[src/rtl/cpu_pkg.sv]
// -----------------------------------------------------------------------------
// cpu_pkg
// Shared definitions for the multicycle CPU control unit:
//   - function codes (shared by R-type opext and immediate-form opcodes)
//   - primary opcode values for R-type and conditional branch
//   - branch condition codes and the condition-evaluation helper
//   - ALU operation codes driven onto aluOp
//   - FSM state encoding
// Optional feature macro: ILLEGAL_TRAP_EN adds the absorbing HALT state.
// -----------------------------------------------------------------------------
package cpu_pkg;

  // Primary opcode field IR[15:12]
  localparam logic [3:0] OP_RTYPE = 4'b0000;
  localparam logic [3:0] OP_BCOND = 4'b1100;

  // Function codes: IR[7:4] for R-type, IR[15:12] for the immediate forms
  localparam logic [3:0] FN_AND = 4'b0001;
  localparam logic [3:0] FN_OR  = 4'b0010;
  localparam logic [3:0] FN_XOR = 4'b0011;
  localparam logic [3:0] FN_ADD = 4'b0101;
  localparam logic [3:0] FN_SUB = 4'b1001;
  localparam logic [3:0] FN_CMP = 4'b1011;
  localparam logic [3:0] FN_MOV = 4'b1101;

  // Branch condition codes IR[11:8]
  localparam logic [3:0] COND_EQ = 4'b0000;
  localparam logic [3:0] COND_NE = 4'b0001;
  localparam logic [3:0] COND_UC = 4'b1110;

  // ALU operation codes; MOV passes operand B through, CMP reuses SUB
  localparam logic [3:0] ALU_ADD = 4'd0;
  localparam logic [3:0] ALU_SUB = 4'd1;
  localparam logic [3:0] ALU_AND = 4'd2;
  localparam logic [3:0] ALU_OR  = 4'd3;
  localparam logic [3:0] ALU_XOR = 4'd4;
  localparam logic [3:0] ALU_MOV = 4'd5;

`ifdef ILLEGAL_TRAP_EN
  typedef enum logic [2:0] {
    ST_IDLE      = 3'd0,
    ST_FETCH     = 3'd1,
    ST_DECODE    = 3'd2,
    ST_EXECUTE   = 3'd3,
    ST_WRITEBACK = 3'd4,
    ST_HALT      = 3'd5
  } state_t;
`else
  typedef enum logic [2:0] {
    ST_IDLE      = 3'd0,
    ST_FETCH     = 3'd1,
    ST_DECODE    = 3'd2,
    ST_EXECUTE   = 3'd3,
    ST_WRITEBACK = 3'd4
  } state_t;
`endif

  // Branch decision from the condition code and the Z flag; conditions other
  // than EQ/NE/UC are reserved and never taken.
  function automatic logic condTaken(input logic [3:0] cond, input logic zFlag);
    logic taken;
    case (cond)
      COND_EQ: taken = zFlag;
      COND_NE: taken = ~zFlag;
      COND_UC: taken = 1'b1;
      default: taken = 1'b0;
    endcase
    return taken;
  endfunction

endpackage

[src/rtl/cpu_decode.sv]
// -----------------------------------------------------------------------------
// cpu_decode
// Purely combinational instruction classifier for the control FSM.
// Ports:
//   op_i        in   4  primary opcode IR[15:12]
//   opext_i     in   4  R-type function field IR[7:4]
//   aluOp_o     out  4  ALU operation code
//   isImm_o     out  1  immediate form (operand B from immediate register)
//   signExt_o   out  1  immediate/displacement is sign-extended
//   isCmp_o     out  1  CMP/CMPI: result discarded, flags only
//   isBranch_o  out  1  conditional branch
//   flagWrite_o out  1  instruction updates the flag register
//   illegal_o   out  1  undefined opcode/function code
// -----------------------------------------------------------------------------
module cpu_decode
  import cpu_pkg::*;
(
  input  logic [3:0] op_i,
  input  logic [3:0] opext_i,
  output logic [3:0] aluOp_o,
  output logic       isImm_o,
  output logic       signExt_o,
  output logic       isCmp_o,
  output logic       isBranch_o,
  output logic       flagWrite_o,
  output logic       illegal_o
);

  logic       immForm;
  logic [3:0] fnCode;

  // The immediate forms reuse the R-type function codes as their opcode, so
  // one table covers both once the right field is selected.
  always_comb begin
    aluOp_o     = ALU_ADD;
    isImm_o     = 1'b0;
    signExt_o   = 1'b0;
    isCmp_o     = 1'b0;
    isBranch_o  = 1'b0;
    flagWrite_o = 1'b0;
    illegal_o   = 1'b0;
    immForm     = (op_i != OP_RTYPE);
    fnCode      = immForm ? op_i : opext_i;

    if (op_i == OP_BCOND) begin
      // Target computed as PC + disp through the ALU adder
      isBranch_o = 1'b1;
      signExt_o  = 1'b1;
    end else begin
      case (fnCode)
        FN_ADD: begin
          aluOp_o     = ALU_ADD;
          flagWrite_o = 1'b1;
          signExt_o   = 1'b1;
        end
        FN_SUB: begin
          aluOp_o     = ALU_SUB;
          flagWrite_o = 1'b1;
          signExt_o   = 1'b1;
        end
        FN_CMP: begin
          aluOp_o     = ALU_SUB;
          flagWrite_o = 1'b1;
          signExt_o   = 1'b1;
          isCmp_o     = 1'b1;
        end
        FN_AND:  aluOp_o = ALU_AND;
        FN_OR:   aluOp_o = ALU_OR;
        FN_XOR:  aluOp_o = ALU_XOR;
        FN_MOV:  aluOp_o = ALU_MOV;
        default: illegal_o = 1'b1;
      endcase
      isImm_o = immForm & ~illegal_o;
    end
  end

endmodule

[src/rtl/cpu_control_fsm.sv]
// -----------------------------------------------------------------------------
// cpu_control_fsm
// Multicycle control unit: fetches a 16-bit instruction over a req/ready
// handshake into an internal IR, decodes it, and sequences
// IDLE -> FETCH -> DECODE -> EXECUTE -> WRITEBACK -> FETCH, emitting every
// datapath enable and select.
// Optional feature macro: ILLEGAL_TRAP_EN. When defined, undefined encodings
// enter an absorbing HALT state (halted=1); otherwise they run as a NOP that
// only advances the PC.
// Ports:
//   clk, reset        clock (rising edge), asynchronous active-high reset
//   instr, memReady   instruction word and its valid strobe
//   flags             {C,L,F,Z,N} from the flag register
//   memReq            fetch request (high throughout FETCH)
//   progCountEnable   PC load strobe; pcBranchSel picks PC+disp when taken
//   regAddress1/2     Rdest IR[11:8] / Rsrc IR[3:0]
//   regWriteEnable    register-file write strobe
//   immediateEnable   immediate register load; immValue is the extended imm8
//   mux_1Select       operand A: 0 PC, 1 register
//   mux_2Select       operand B: 0 register, 1 immediate
//   aluOp             ALU operation, regALUEnable loads the ALU result
//   flagEnable        flag register load strobe
//   halted            trap indication
// -----------------------------------------------------------------------------
module cpu_control_fsm
  import cpu_pkg::*;
#(
  parameter int REG_WIDTH     = 16,
  parameter int REG_ADDR_BITS = 4,
  parameter int ALU_OP_BITS   = 4
) (
  input  logic                     clk,
  input  logic                     reset,
  input  logic [REG_WIDTH-1:0]     instr,
  input  logic                     memReady,
  input  logic [4:0]               flags,
  output logic                     memReq,
  output logic                     progCountEnable,
  output logic                     pcBranchSel,
  output logic [REG_ADDR_BITS-1:0] regAddress1,
  output logic [REG_ADDR_BITS-1:0] regAddress2,
  output logic                     regWriteEnable,
  output logic                     immediateEnable,
  output logic [REG_WIDTH-1:0]     immValue,
  output logic                     mux_1Select,
  output logic                     mux_2Select,
  output logic [ALU_OP_BITS-1:0]   aluOp,
  output logic                     regALUEnable,
  output logic                     flagEnable,
  output logic                     halted
);

  state_t                   state_q, state_d;
  logic [REG_WIDTH-1:0]     ir_q, ir_d;

  logic                     memReq_q;
  logic                     progCountEnable_q;
  logic                     branchWb_q;
  logic [REG_ADDR_BITS-1:0] regAddress1_q;
  logic [REG_ADDR_BITS-1:0] regAddress2_q;
  logic                     regWriteEnable_q;
  logic                     immediateEnable_q;
  logic [REG_WIDTH-1:0]     immValue_q;
  logic                     mux_1Select_q;
  logic                     mux_2Select_q;
  logic [ALU_OP_BITS-1:0]   aluOp_q;
  logic                     regALUEnable_q;
  logic                     flagEnable_q;

  logic [3:0]               decAluOp;
  logic                     decIsImm;
  logic                     decSignExt;
  logic                     decIsCmp;
  logic                     decIsBranch;
  logic                     decFlagWrite;
  logic                     decIllegal;
  logic [REG_WIDTH-1:0]     immExt;
  logic                     unusedFlags;

  // Decoding the next IR lets every output be registered yet still line up
  // with the state it belongs to.
  cpu_decode uDecode (
    .op_i        (ir_d[15:12]),
    .opext_i     (ir_d[7:4]),
    .aluOp_o     (decAluOp),
    .isImm_o     (decIsImm),
    .signExt_o   (decSignExt),
    .isCmp_o     (decIsCmp),
    .isBranch_o  (decIsBranch),
    .flagWrite_o (decFlagWrite),
    .illegal_o   (decIllegal)
  );

  assign immExt = decSignExt ? {{(REG_WIDTH-8){ir_d[7]}}, ir_d[7:0]}
                             : {{(REG_WIDTH-8){1'b0}}, ir_d[7:0]};

  // IR only loads on the accepting cycle of the fetch handshake
  always_comb begin
    ir_d = ir_q;
    if (state_q == ST_FETCH && memReady) begin
      ir_d = instr;
    end
  end

  // In DECODE the IR is stable, so the decode of ir_d is the decode of ir_q
  always_comb begin
    state_d = state_q;
    case (state_q)
      ST_IDLE:      state_d = ST_FETCH;
      ST_FETCH:     if (memReady) state_d = ST_DECODE;
      ST_DECODE: begin
        if (decIllegal) begin
`ifdef ILLEGAL_TRAP_EN
          state_d = ST_HALT;
`else
          state_d = ST_WRITEBACK;
`endif
        end else begin
          state_d = ST_EXECUTE;
        end
      end
      ST_EXECUTE:   state_d = ST_WRITEBACK;
      ST_WRITEBACK: state_d = ST_FETCH;
`ifdef ILLEGAL_TRAP_EN
      ST_HALT:      state_d = ST_HALT;
`endif
      default:      state_d = ST_IDLE;
    endcase
  end

  // State, IR and all strobes/selects, each computed for the state being
  // entered so outputs come straight from flops.
  always_ff @(posedge clk or posedge reset) begin
    if (reset) begin
      state_q           <= ST_IDLE;
      ir_q              <= '0;
      memReq_q          <= 1'b0;
      progCountEnable_q <= 1'b0;
      branchWb_q        <= 1'b0;
      regAddress1_q     <= '0;
      regAddress2_q     <= '0;
      regWriteEnable_q  <= 1'b0;
      immediateEnable_q <= 1'b0;
      immValue_q        <= '0;
      mux_1Select_q     <= 1'b0;
      mux_2Select_q     <= 1'b0;
      aluOp_q           <= '0;
      regALUEnable_q    <= 1'b0;
      flagEnable_q      <= 1'b0;
    end else begin
      state_q           <= state_d;
      ir_q              <= ir_d;
      memReq_q          <= (state_d == ST_FETCH);
      regAddress1_q     <= (state_d == ST_IDLE) ? '0 : REG_ADDR_BITS'(ir_d[11:8]);
      regAddress2_q     <= (state_d == ST_IDLE) ? '0 : REG_ADDR_BITS'(ir_d[3:0]);
      immValue_q        <= (state_d == ST_IDLE) ? '0 : immExt;
      immediateEnable_q <= (state_d == ST_DECODE) && (decIsImm || decIsBranch);
      mux_1Select_q     <= (state_d == ST_EXECUTE) && !decIsBranch;
      mux_2Select_q     <= (state_d == ST_EXECUTE) && (decIsImm || decIsBranch);
      aluOp_q           <= (state_d == ST_EXECUTE) ? ALU_OP_BITS'(decAluOp) : '0;
      regALUEnable_q    <= (state_d == ST_EXECUTE);
      progCountEnable_q <= (state_d == ST_WRITEBACK);
      regWriteEnable_q  <= (state_d == ST_WRITEBACK) && !decIsCmp && !decIsBranch && !decIllegal;
      flagEnable_q      <= (state_d == ST_WRITEBACK) && decFlagWrite;
      branchWb_q        <= (state_d == ST_WRITEBACK) && decIsBranch;
    end
  end

`ifdef ILLEGAL_TRAP_EN
  logic halted_q;

  // Halt indication, cleared only by reset
  always_ff @(posedge clk or posedge reset) begin
    if (reset) begin
      halted_q <= 1'b0;
    end else begin
      halted_q <= (state_d == ST_HALT);
    end
  end
  assign halted = halted_q;
`else
  assign halted = 1'b0;
`endif

  // The branch decision uses the flags as they stand during WRITEBACK, so it
  // is qualified combinationally rather than registered a cycle early.
  assign pcBranchSel = branchWb_q & condTaken(ir_q[11:8], flags[1]);
  assign unusedFlags = ^{flags[4:2], flags[0]};

  assign memReq          = memReq_q;
  assign progCountEnable = progCountEnable_q;
  assign regAddress1     = regAddress1_q;
  assign regAddress2     = regAddress2_q;
  assign regWriteEnable  = regWriteEnable_q;
  assign immediateEnable = immediateEnable_q;
  assign immValue        = immValue_q;
  assign mux_1Select     = mux_1Select_q;
  assign mux_2Select     = mux_2Select_q;
  assign aluOp           = aluOp_q;
  assign regALUEnable    = regALUEnable_q;
  assign flagEnable      = flagEnable_q;

endmodule

[config.mk]
export PLATFORM = sky130hd
export DESIGN_NAME = cpu_control_fsm
export DESIGN_NICKNAME = d
export VERILOG_FILES = /design/src/rtl/cpu_pkg.sv /design/src/rtl/cpu_decode.sv /design/src/rtl/cpu_control_fsm.sv
export SDC_FILE = /design/constraint.sdc
export NUM_CORES = 1
export LEC_CHECK = 0
export BUFFER_PORTS_ARGS = -buffer_cell sky130_fd_sc_hd__buf_2
export CAP_MARGIN = 10
export CORE_MARGIN = 1.5
export CORE_UTILIZATION = 25
export CTS_CLUSTER_SIZE = 10
export DETAILED_ROUTE_END_ITERATION = 12
export PLACE_DENSITY_LB_ADDON = 0.05
export SLEW_MARGIN = 5
export SYNTH_ARGS = -nofsm -noshare
export SYNTH_HDL_FRONTEND = slang
export SYNTH_SLANG_ARGS = --single-unit
[constraint.sdc]
create_clock -name clk -period 3.3 [get_ports clk]
set_input_delay 0.33 -clock clk [delete_from_list [all_inputs] [get_ports clk]]
set_output_delay 0.33 -clock clk [all_outputs]
set_load 0.02 [all_outputs]
-- After elaboration in Yosys (flattened, before gate mapping)
Cells that the tools add are included.
- flip-flop bits (word level): 56
- input port bits: 24
- output and inout bits: 38
- logic and storage cells: 81
- eq/ne operators: 18
- multiplexer cells: 23
- bitwise logic cells: 4
- reductions and logical operators: 21
- operators by type and width (kind ; number):
    $mux 16 ; 3
    $eq 4x4->1 const B ; 5
    $mux 4 ; 5
    $pmux 3 s5 ; 1
    $eq 3x2->1 const B ; 4
    $pmux 3 s4 ; 1
    $mux 1 ; 10
    $logic_and 1x1->1 ; 9
    $eq 4x1->1 const B ; 2
    $eq 4x2->1 const B ; 2
    $reduce_or 7->1 ; 1
    $eq 3x1->1 const B ; 2
    $eq 3x3->1 const B ; 2
    $logic_not 3->1 ; 2
    $mux 3 ; 2
    $eq 4x3->1 const B ; 1
    $logic_not 4->1 ; 1
    $reduce_bool 4->1 ; 1
    $reduce_or 2->1 ; 2
    $logic_not 1->1 ; 3
    $pmux 1 s3 ; 1
    $reduce_or 3->1 ; 1
    $and 1x1->1 ; 2
    $not 1->1 ; 2
    $logic_or 1x1->1 ; 1

-- Longest topological paths before layout
Gate-level depths: netlist of run 1.
- word-level depth: 16
- mapped depth: 7

-- Modules after synthesis
A second synthesis of run 1 with hierarchy kept.
- cells, all modules: 161
- area, all modules: 1998.2 um^2
- modules (own cells, without submodules) (module ; times used ; cells an instance ; area each (um^2) ; seq. area each (um^2)):
    cpu_control_fsm ; 1 ; 125 ; 1770.4 ; 1126.1
    cpu_decode ; 1 ; 36 ; 227.7 ; 0.0

-- Worst setup path after synthesis of run 1
No wires, ideal clock.
- path type: register to register
- start: register ir_q[13]
- end: register aluOp_q[2] (netlist: aluOp[2])
- arrival time: 2.023 ns
- data required time: 3.189 ns
- slack: 1.166 ns
- stages on the path, launching flop included: 7
- clock period less this slack: 2.134 ns
- cell sequence: dfrtp_1 > buf_6 > or4b_4 > and2_4 > o21a_4 > or3_1 > a2111oi_2
- word-level cells in the longest chain between the ends: 12
- ends and longest elaborated chain (item ; line ; text):
    start, declared ; cpu_control_fsm.sv:54 ; logic [REG_WIDTH-1:0] ir_q, ir_d;
    start signal, assigned ; cpu_control_fsm.sv:152 ; ir_q <= ir_d;
    $mux 16 (*) ; cpu_control_fsm.sv:100 ; if (state_q == ST_FETCH && memReady) begin
    $reduce_bool 4->1 ; cpu_decode.sv:42 ; immForm = (op_i != OP_RTYPE);
    $mux 4 ; cpu_decode.sv:43 ; fnCode = immForm ? op_i : opext_i;
    $eq 4x3->1, or another cell as far along ; cpu_decode.sv:50 ; case (fnCode)
    $reduce_or 7->1 (no source line) ; - ;
    $mux 1 ; cpu_decode.sv:50 ;
    $mux 1 (2 in a row) ; cpu_decode.sv:45 ; if (op_i == OP_BCOND) begin
    $mux 3 ; cpu_control_fsm.sv:112 ; if (decIllegal) begin
    $pmux 3 s4 ; cpu_control_fsm.sv:108 ; case (state_q)
    $eq 3x2->1 ; cpu_control_fsm.sv:160 ; aluOp_q <= (state_d == ST_EXECUTE) ? ALU_OP_BITS'(decAluOp) : '0;
    $mux 4 (*) ; cpu_control_fsm.sv:160 ;
    end signal, assigned ; cpu_control_fsm.sv:160 ;
    end, declared ; cpu_control_fsm.sv:66 ; logic [ALU_OP_BITS-1:0] aluOp_q;
Every way passes the cells marked *; elsewhere a longest branch is shown, timed or not. The select of a mux whose other input is x is not followed.

-- Worst setup path in the final report of run 1
- start: register state_q[2]
- end: register flagEnable_q (netlist: flagEnable)
- word-level cells in the longest chain between the ends: 14
- ends and longest elaborated chain (item ; line ; text):
    start, declared ; cpu_control_fsm.sv:53 ; state_t state_q, state_d;
    start signal, assigned ; cpu_control_fsm.sv:151 ; state_q <= state_d;
    $eq 3x1->1 (*) ; cpu_control_fsm.sv:100 ;
    $logic_and 1x1->1 (*) ; cpu_control_fsm.sv:100 ;
    $mux 16 (*) ; cpu_control_fsm.sv:100 ;
    net ir_d[14] ; cpu_control_fsm.sv:54 ;
    $reduce_bool 4->1 ; cpu_decode.sv:42 ;
    $mux 4 ; cpu_decode.sv:43 ;
    $eq 4x3->1, or another cell as far along ; cpu_decode.sv:50 ;
    $reduce_or 7->1 (no source line) ; - ;
    $mux 1 ; cpu_decode.sv:50 ;
    $mux 1 (2 in a row) ; cpu_decode.sv:45 ;
    $mux 3 ; cpu_control_fsm.sv:112 ;
    $pmux 3 s4 ; cpu_control_fsm.sv:108 ;
    $eq 3x3->1 ; cpu_control_fsm.sv:164 ; flagEnable_q <= (state_d == ST_WRITEBACK) && decFlagWrite;
    $logic_and 1x1->1 (*) ; cpu_control_fsm.sv:164 ;
    end signal, assigned ; cpu_control_fsm.sv:164 ;
    end, declared ; cpu_control_fsm.sv:68 ; logic flagEnable_q;
Mark *: on every way through the listed nets, which the timed path passes. The rest lies on a longest branch. The select of a mux whose other input is x is not followed.

==> metrics.md, run 1 <==
| Metric | Value |
|---|---|
| Status | completed |
| Worst-margin pin slew | 0.959 ns |
| TritonCTS buffer count | 5 |
| CP startpoint kind | flip-flop |
| Post-synth EDFFs | 0 |
| First-pass GRT wire length | between 8000 and 9000 microns |
| Layout Nets | approximately 270 |
| Routed wl met2 | around 2300 microns |
| Worst-case clock buffer depth | 2 |
| Final number of setup-violating endpoints | 0 |
| Synth Area in Adders | 0% |
| WP buf/inv | 1 |
| Worst setup EP type | flip-flop |
| Worst path top cell family by delay | multiplexers |
| Final Hold Violating Endpoints | 0 |
| DR vias | about 1600 |
| Crit path DAT | roughly 2.7 ns |
| Synth top area share | approximately 54% |
| Root buffer cell | clkbuf_8 |
| CP max-delay cell | a211oi_1 |
| Clock insertion delay at the later pin of the skew report | about 0.3 ns |
| Post-synth ARST share | 100% |
| WL met3 | roughly 190 microns |
| Main synth FF type | dfrtp_1 |
| Wire per inst | approximately 14 microns |
| DIE AREA | just under 9000 sq um |
| Max Fanout on Critical Path | 9 |
| Crit path launch | state_q[2] |
| Tcrit/Tclk final | 75.5% |
| Synth Area in Compound Gates | a little over an eighth |
| Rel. slew slack | between 30% and 40% |
| Sequential fraction of the synthesis area | ~54% |
| Final wirelength | 5030 microns |
| FF-to-FF Start | state_q[2] |
| Die Wd | around 94 microns |
| Initial DRC count | ~110 |
| Highest Signal Layer | met4 |
| Reg clk slew, reported paths | around 0.090 ns |
| Critical path type | reg2reg |
| TritonRoute pass-1 iters | 4 |
| Worst path max stage delay | 0.59 ns |
| Metal-1 WL | 2490 microns |
| Hold WC Path Type | in2reg |
| I/O Pins | 62 |
| Pwr Density | 1010 nW/um^2 |
| Fillers | 861 |
| Largest net degree at the start of global routing | 45 |
| Crit-path most repeated cell | mux2_2 |
| Hold Buf Count CTS | 0 |
| Post-DRT Antenna Nets | 0 |
| Initial Util | 26.2% |
| DR DRC count | 0 |
| Dpl hpwl | ~3500 microns |
| Post-CTS setup buffer count | 0 |
| Resized cells post-CTS | 0 |
| Post-synth top cells | 44 x dfrtp_1, 44 x nand2_1, 18 x a21oi_1, 13 x buf_4, 10 x nor2_1 |
| DR vias/cell | 4.57 |
| Row count | 32 |
| Num Clock Sinks | 44 |
| # port buffers | 55 |
| Die Height | approximately 94 microns |
| Area growth from synthesis to layout | 21.1% |
| Post-synthesis mux area share | about 2.1% |
| Syn avg cell area | 10.1 sq um |
| Post-Synth Simple-Gate Area | between 20% and 30% |
| Crit-path cells | nand4bb_1 > buf_4 > mux2_2 > a211oi_1 > mux2_2 > nor4_1 |
| Setup WS post-layout | about 0.81 ns |
| Core Util, Final | around a third |
| RSZ-0062 raised after global routing | no |
| Fin Setup TNS | 0 ns |
| Leakage | 1.22 nW |
| Remaining Overflow, GRT | 0 |
| Multi-input gate area in the final layout | a little over 800 sq um |
| Core ar. | a little under 8000 sq um |
| Initial antenna violation count | 0 |
| CP required | ~3.5 ns |
| Share of post-route cells with drive strength above 1 | 32.0% |
| Synth Instances | between 200 and 250 |
| DP Worst Slack | between 0.8 and 0.9 ns |
| Largest cells by area after synthesis | dfrtp_1 54%, nand2_1 8.0%, buf_4 4.7%, a21oi_1 4.4%, nor2_1 1.8% |
| Max-Cap Viols | 0 |
| Ys Warns | 0 |
| CTS tree | built |
| Min Tclk post-route | between 2 and 2.5 ns |
| Synth cell types | 43 |
| Number of synthesized register bits | 44 |
| FMAX | around 0.4 GHz |
| Diode count | 0 |
| Setup Skew | roughly 0.0076 ns |
| Mapped cell area | around 2100 sq um |
| Post-synthesis xor/xnor area fraction | less than 1% |
| Largest family of logic cells by synthesized area | simple AND/OR/NAND/NOR gates |
| FF+latch area | about 1100 sq um |
| Largest area contributor in the netlist | dfrtp_1 |
| Vias in the first global route | around 1500 |
| Beginning of the worst hold path | instr[3] |
| Routability congestion estimate from global placement | between 0.8 and 0.9 |
| Max Slew Vio Count | 0 |
| GRT Util Overall | about an eighth |
| Worst ir drop on vdd | about 0.27 mV |
| H-tree depth | 2 |
-- placed cells by master (no fill, tap or decap), drive strengths merged, types with 3 or more instances in the layout --
| cell | synthesis | final |
|---|---|---|
| inv | 4 | 4 |
| o21a | 3 | 3 |
| or4b | 3 | 3 |
| nor3 | 4 | 4 |
| a21oi | 18 | 18 |
| o21ai | 4 | 4 |
| dfrtp | 44 | 44 |
| nor2 | 10 | 10 |
| nor2b | 4 | 4 |
| mux2 | 3 | 3 |
| nand2 | 44 | 44 |
| clkbuf | 4 | 7 |
| buf | 17 | 59 |
| nor4b | 4 | 4 |
| and2 | 5 | 5 |
| o211ai | 3 | 3 |
-- worst reg2reg max path: stages, from the launching register on --
cell	delay, ns
dfrtp_1	0.47
nand4bb_1	0.19
buf_4	0.19
mux2_2	0.35
a211oi_1	0.59
mux2_2	0.43
nor4_1	0.17
-- layer usage --
metal | vias to the layer above | track usage (%)
met3 | 6 | 3.07
met4 | 0 | 3.36
li1 | 790 | -
met5 | - | 0
met1 | 785 | 16.5
met2 | 29 | 19.0
-- path summary, 6_finish.rpt --
check / to / slack (ns) / depth (start not counted)
worst max-delay path: flagEnable / 0.81 / 6
worst min-delay path: ir_q[3] / 0.24 / 3
worst max register to register: flagEnable / 0.81 / 6
worst min register to register: ir_q[0] / 0.48 / 2
max in group asynchronous: regWriteEnable / 2.45 / 2
min in group asynchronous: regAddress1[0] / 0.25 / 2
-- through the flow --
stage / cells / area [sq um] / power (W) / hold WS [ns]
after floorplan: 204 / 2060 / 0.00176 / 0.435
after global placement: 344 / 2360 / 0.00208 / 0.460
after detailed placement: 344 / 2360 / 0.00208 / 0.460
after CTS: 352 / 2490 / 0.00255 / 0.238
after global routing: 352 / 2490 / 0.00270 / 0.245
final: 352 / 2490 / 0.00251 / 0.242
-- power by group --
part,internal [W],switching [W],total [W]
combinational,0.000447,0.000713,0.00116
sequential,0.000749,0.000143,0.000891
clock,0.000267,0.000189,0.000456
total,0.00146,0.00104,0.00251
-- layout make-up --
| cell class | count | share of cell area, % |
|---|---|---|
| clock buffers | 7 | 3.87 |
| clock inverters | 1 | 1.21 |
| inverters | 4 | 0.603 |
| multi-input cells | 135 | 32.7 |
| flip-flops and latches | 44 | 44.2 |
| well taps | 102 | 5.13 |
| repair buffers | 59 | 12.3 |
-- kinds of logic (layout without fill, tap and decap cells) --
family | Yosys count | count (layout)
AO/OA/AOI/OAI | 41 | 41
AND/OR/NAND/NOR | 86 | 86
buffers and inverters | 25 | 71
XOR/XNOR | 2 | 2
other | 1 | 2
flip-flops | 44 | 44
multiplexers | 4 | 4
-- state kept, by name, indices dropped and copies added, names as in the netlist --
name and cells:
ir_q 16, regWriteEnable 1, aluOp 3, regAddress1 4
progCountEnable 1, regALUEnable 1, flagEnable 1, state_q 3
memReq 1, immediateEnable 1, branchWb_q 1, mux_1Select 1
immValue 9, mux_2Select 1
(Power assumes the default switching activity.)
==> inputs of run 2 (changes only) <==
Settings changed: ABC_AREA set to 1.
Clock period 3.3 ns to 2.4 ns, I/O delays scaled along.
==> metrics.md, run 2 <==
| Metric | Value |
|---|---|
| DIE AREA | a little over 9000 sq um |
| Beginning of the worst hold path | instr[3] |
| Max-Cap Viols | 0 |
| Initial antenna violation count | 0 |
| CP startpoint kind | flip-flop |
| Post-synth top cells | 69 x nand2_1, 44 x dfrtp_1, 33 x inv_1, 14 x nor2_1 |
| Worst-case clock buffer depth | 2 |
| Largest net degree at the start of global routing | 26 |
| Syn avg cell area | between 8 and 9 sq um |
| Main synth FF type | dfrtp_1 |
| Die Height | 95.6 microns |
| Clock insertion delay at the later pin of the skew report | approximately 0.31 ns |
| Count leader, synth | nand2_1 |
| Crit path launch | state_q[1] |
| Synth cell types | 26 |
| Dpl hpwl | approximately 3700 microns |
| R2r worst-path depth | 14 |
| R2R setup slack | about 0.26 ns |
| Sequential fraction of the synthesis area | ~51% |
| Die Wd | 95.6 microns |
| Synth Instances | around 250 |
| Core ar. | a little over 8000 sq um |
| Fillers | 905 |
| DR vias/cell | about 4.1 |
| WP buf/inv | 2 |
| Worst setup path endpoint | state_q[1] |
| Crit path DAT | between 2 and 2.5 ns |
| Post-DRT Antenna Nets | 0 |
| H-tree depth | 2 |
| Final Hold Violating Endpoints | 0 |
| Wire per inst | 12.1 microns |
| TritonCTS buffer count | 5 |
| # port buffers | between 50 and 60 |
| Vias in the first global route | between 1500 and 2000 |
| CP required | around 2.6 ns |
| Largest area contributor in the netlist | dfrtp_1 |
| Core Util, Final | around 34% |
| Fin Setup TNS | 0 ns |
| Largest cells by area after synthesis | dfrtp_1 51%, nand2_1 12%, inv_1 5.8%, buf_4 4.6%, nand4_1 3.2% |
| Max Slew Vio Count | 0 |
| First-pass GRT wire length | 8320 microns |
| Status | completed |
| Routability congestion estimate from global placement | 0.825 |
| Final number of setup-violating endpoints | 0 |
| FF-to-FF Start | state_q[1] |
| Mapped cell area | between 2000 and 2500 sq um |
| Hold WC Path Type | in2reg |
| Placed inst area | about 2600 sq um |
| Area growth from synthesis to layout | 32.3% |
| Reg-to-reg endpoint | state_q[1] |
| Crit-path cells | buf_4 > nor2_4 > nand4_1 > nand2_4 > nor2_8 > nand3_1 > nand2_1 > buf_4 > nand2_1 > nand2_1 > nor2_2 > nand2_4 > nand2_8 > nand2_1 |
| Crit path depth | 14 |
| Row count | 33 |
| I/O Pins | between 60 and 70 |
| Worst path top cell family by delay | simple AND/OR/NAND/NOR gates |
| Setup Skew | 0.0128 ns |
| Min Tclk post-route | roughly 2.1 ns |
| Max Fanout on Critical Path | 6 |
| Diode count | 0 |
| Root buffer cell | clkbuf_8 |
| Worst ir drop on vdd | roughly 0.58 mV |
| Pwr Density | 1510 nW/um^2 |
| Worst setup EP type | flip-flop |
| Max FFs per register | 16 |
| Most frequent cells in the layout | 67 x nand2_1, 55 x buf_2, 42 x dfrtp_1 |
| Fin area | about 2800 sq um |
| Leakage | about 1.6 nW |
| Number of synthesized register bits | 44 |
| Largest Register | ir_q |
| Initial DRC count | about 50 |
| Ys Warns | 0 |
| Num Clock Sinks | 44 |
| Post-synth EDFFs | 0 |
| CP max-delay cell | dfrtp_2 |
| RSZ-0062 raised after global routing | no |
| FMAX | between 0.4 and 0.5 GHz |
| Critical path type | reg2reg |
| Hold Crit Depth | 3 |
| TritonRoute pass-1 iters | 4 |
| Commonest non-fill, non-tap cell in the layout | nand2_1 |
| Final wirelength | approximately 5300 microns |
| CTS tree | built |
| Initial Util | between 20% and 30% |
| Worst path max stage delay | between 0.4 and 0.5 ns |
| Tcrit/Tclk final | 89.3% |
| GRT Util Overall | around 12% |
| DR vias | roughly 1800 |
| Remaining Overflow, GRT | 0 |
| DR DRC count | 0 |
| Synth top area share | about half |
| Share of post-route cells with drive strength above 1 | 38.6% |
| Layout Nets | around 350 |
| Crit-path most repeated cell | nand2_1 |
| Reg clk slew, reported paths | about 0.1 ns |
| Post-synth ARST share | 100% |
-- run 2: cell types whose count changed after synthesis, sizes merged, moves of 3 or more --
cell / previous run / this run
a21oi: 18 / 8
nor4b: 4 / 0
or4b: 3 / 0
and2: 5 / 0
nand3: 1 / 13
inv: 4 / 37
nand4: 1 / 12
nor2: 10 / 24
o21ai: 4 / 10
nor2b: 4 / 0
nand2: 44 / 78
o211ai: 3 / 0
mux2: 3 / 0
o21a: 3 / 0
-- run 2: metal layers --
| metal | routed length, microns | vias up | track usage [%] |
|---|---|---|---|
| li1 | - | 920 | - |
| met1 | 2530 | 824 | 15.7 |
| met2 | 2420 | 39 | 20.3 |
| met3 | 247 | 7 | 2.55 |
| met4 | 63 | 0 | 3.68 |
| met5 | 0 | - | 0 |
-- run 2: tightest hold or removal path: stages --
cell	delay, ns
buf_2	0.08
nand2_1	0.06
nand2_1	0.05
-- run 2: repair_timing --
| action | CTS | global route |
|---|---|---|
| hold endpoints to repair | 19 | 0 |
| buffers inserted | 0 | 5 |
| endpoints found under the setup margin | 0 | 14 |
| gates resized for setup | 0 | 9 |
| hold buffers | 1 | 0 |
-- run 2: logic make-up (layout without fill, tap and decap cells) --
family,Yosys count,after routing,share of synthesized area [%]
AND/OR/NAND/NOR,131,134,30.3
buffers and inverters,55,128,12.3
flip-flops,44,44,51.4
AO/OA/AOI/OAI,21,21,5.78
other,1,2,0.175
-- run 2: per-stage QoR --
step	total power, W	hold WS [ns]	cells	setup WS [ns]
after detailed placement	0.00352	0.290	417	0.198
final	0.00428	0.150	434	0.258
after floorplan	0.00278	0.368	253	0.451
after CTS	0.00413	0.145	426	0.175
after global placement	0.00351	0.285	417	0.198
after global routing	0.00471	0.161	434	0.0133
-- run 2: how the worst min path moves through the flow --
| stage | end | slack (ns) |
|---|---|---|
| global placement | immValue[4] | 0.29 |
| finish | ir_q[3] | 0.15 |
| CTS | ir_q[2] | 0.15 |
| global route | ir_q[3] | 0.16 |
| detailed placement | immValue[4] | 0.29 |
| floorplan | ir_q[0] | 0.37 |
-- run 2: cell type report --
cell class                 instances  area, sq um  area share (%)
clock inverter                     3         47.5            1.68
clock buffer                       5         68.8            2.43
multi-input combinational        157          843            29.8
sequential                        44         1100            38.9
inverter                          37          139            4.90
tap                              105          131            4.64
timing repair buffer              83          500            17.7
-- run 2: power by group --
group	internal [W]	switching [W]
combinational	0.000950	0.00158
clock	0.000314	0.000288
sequential	0.00103	0.000115
total	0.00229	0.00199
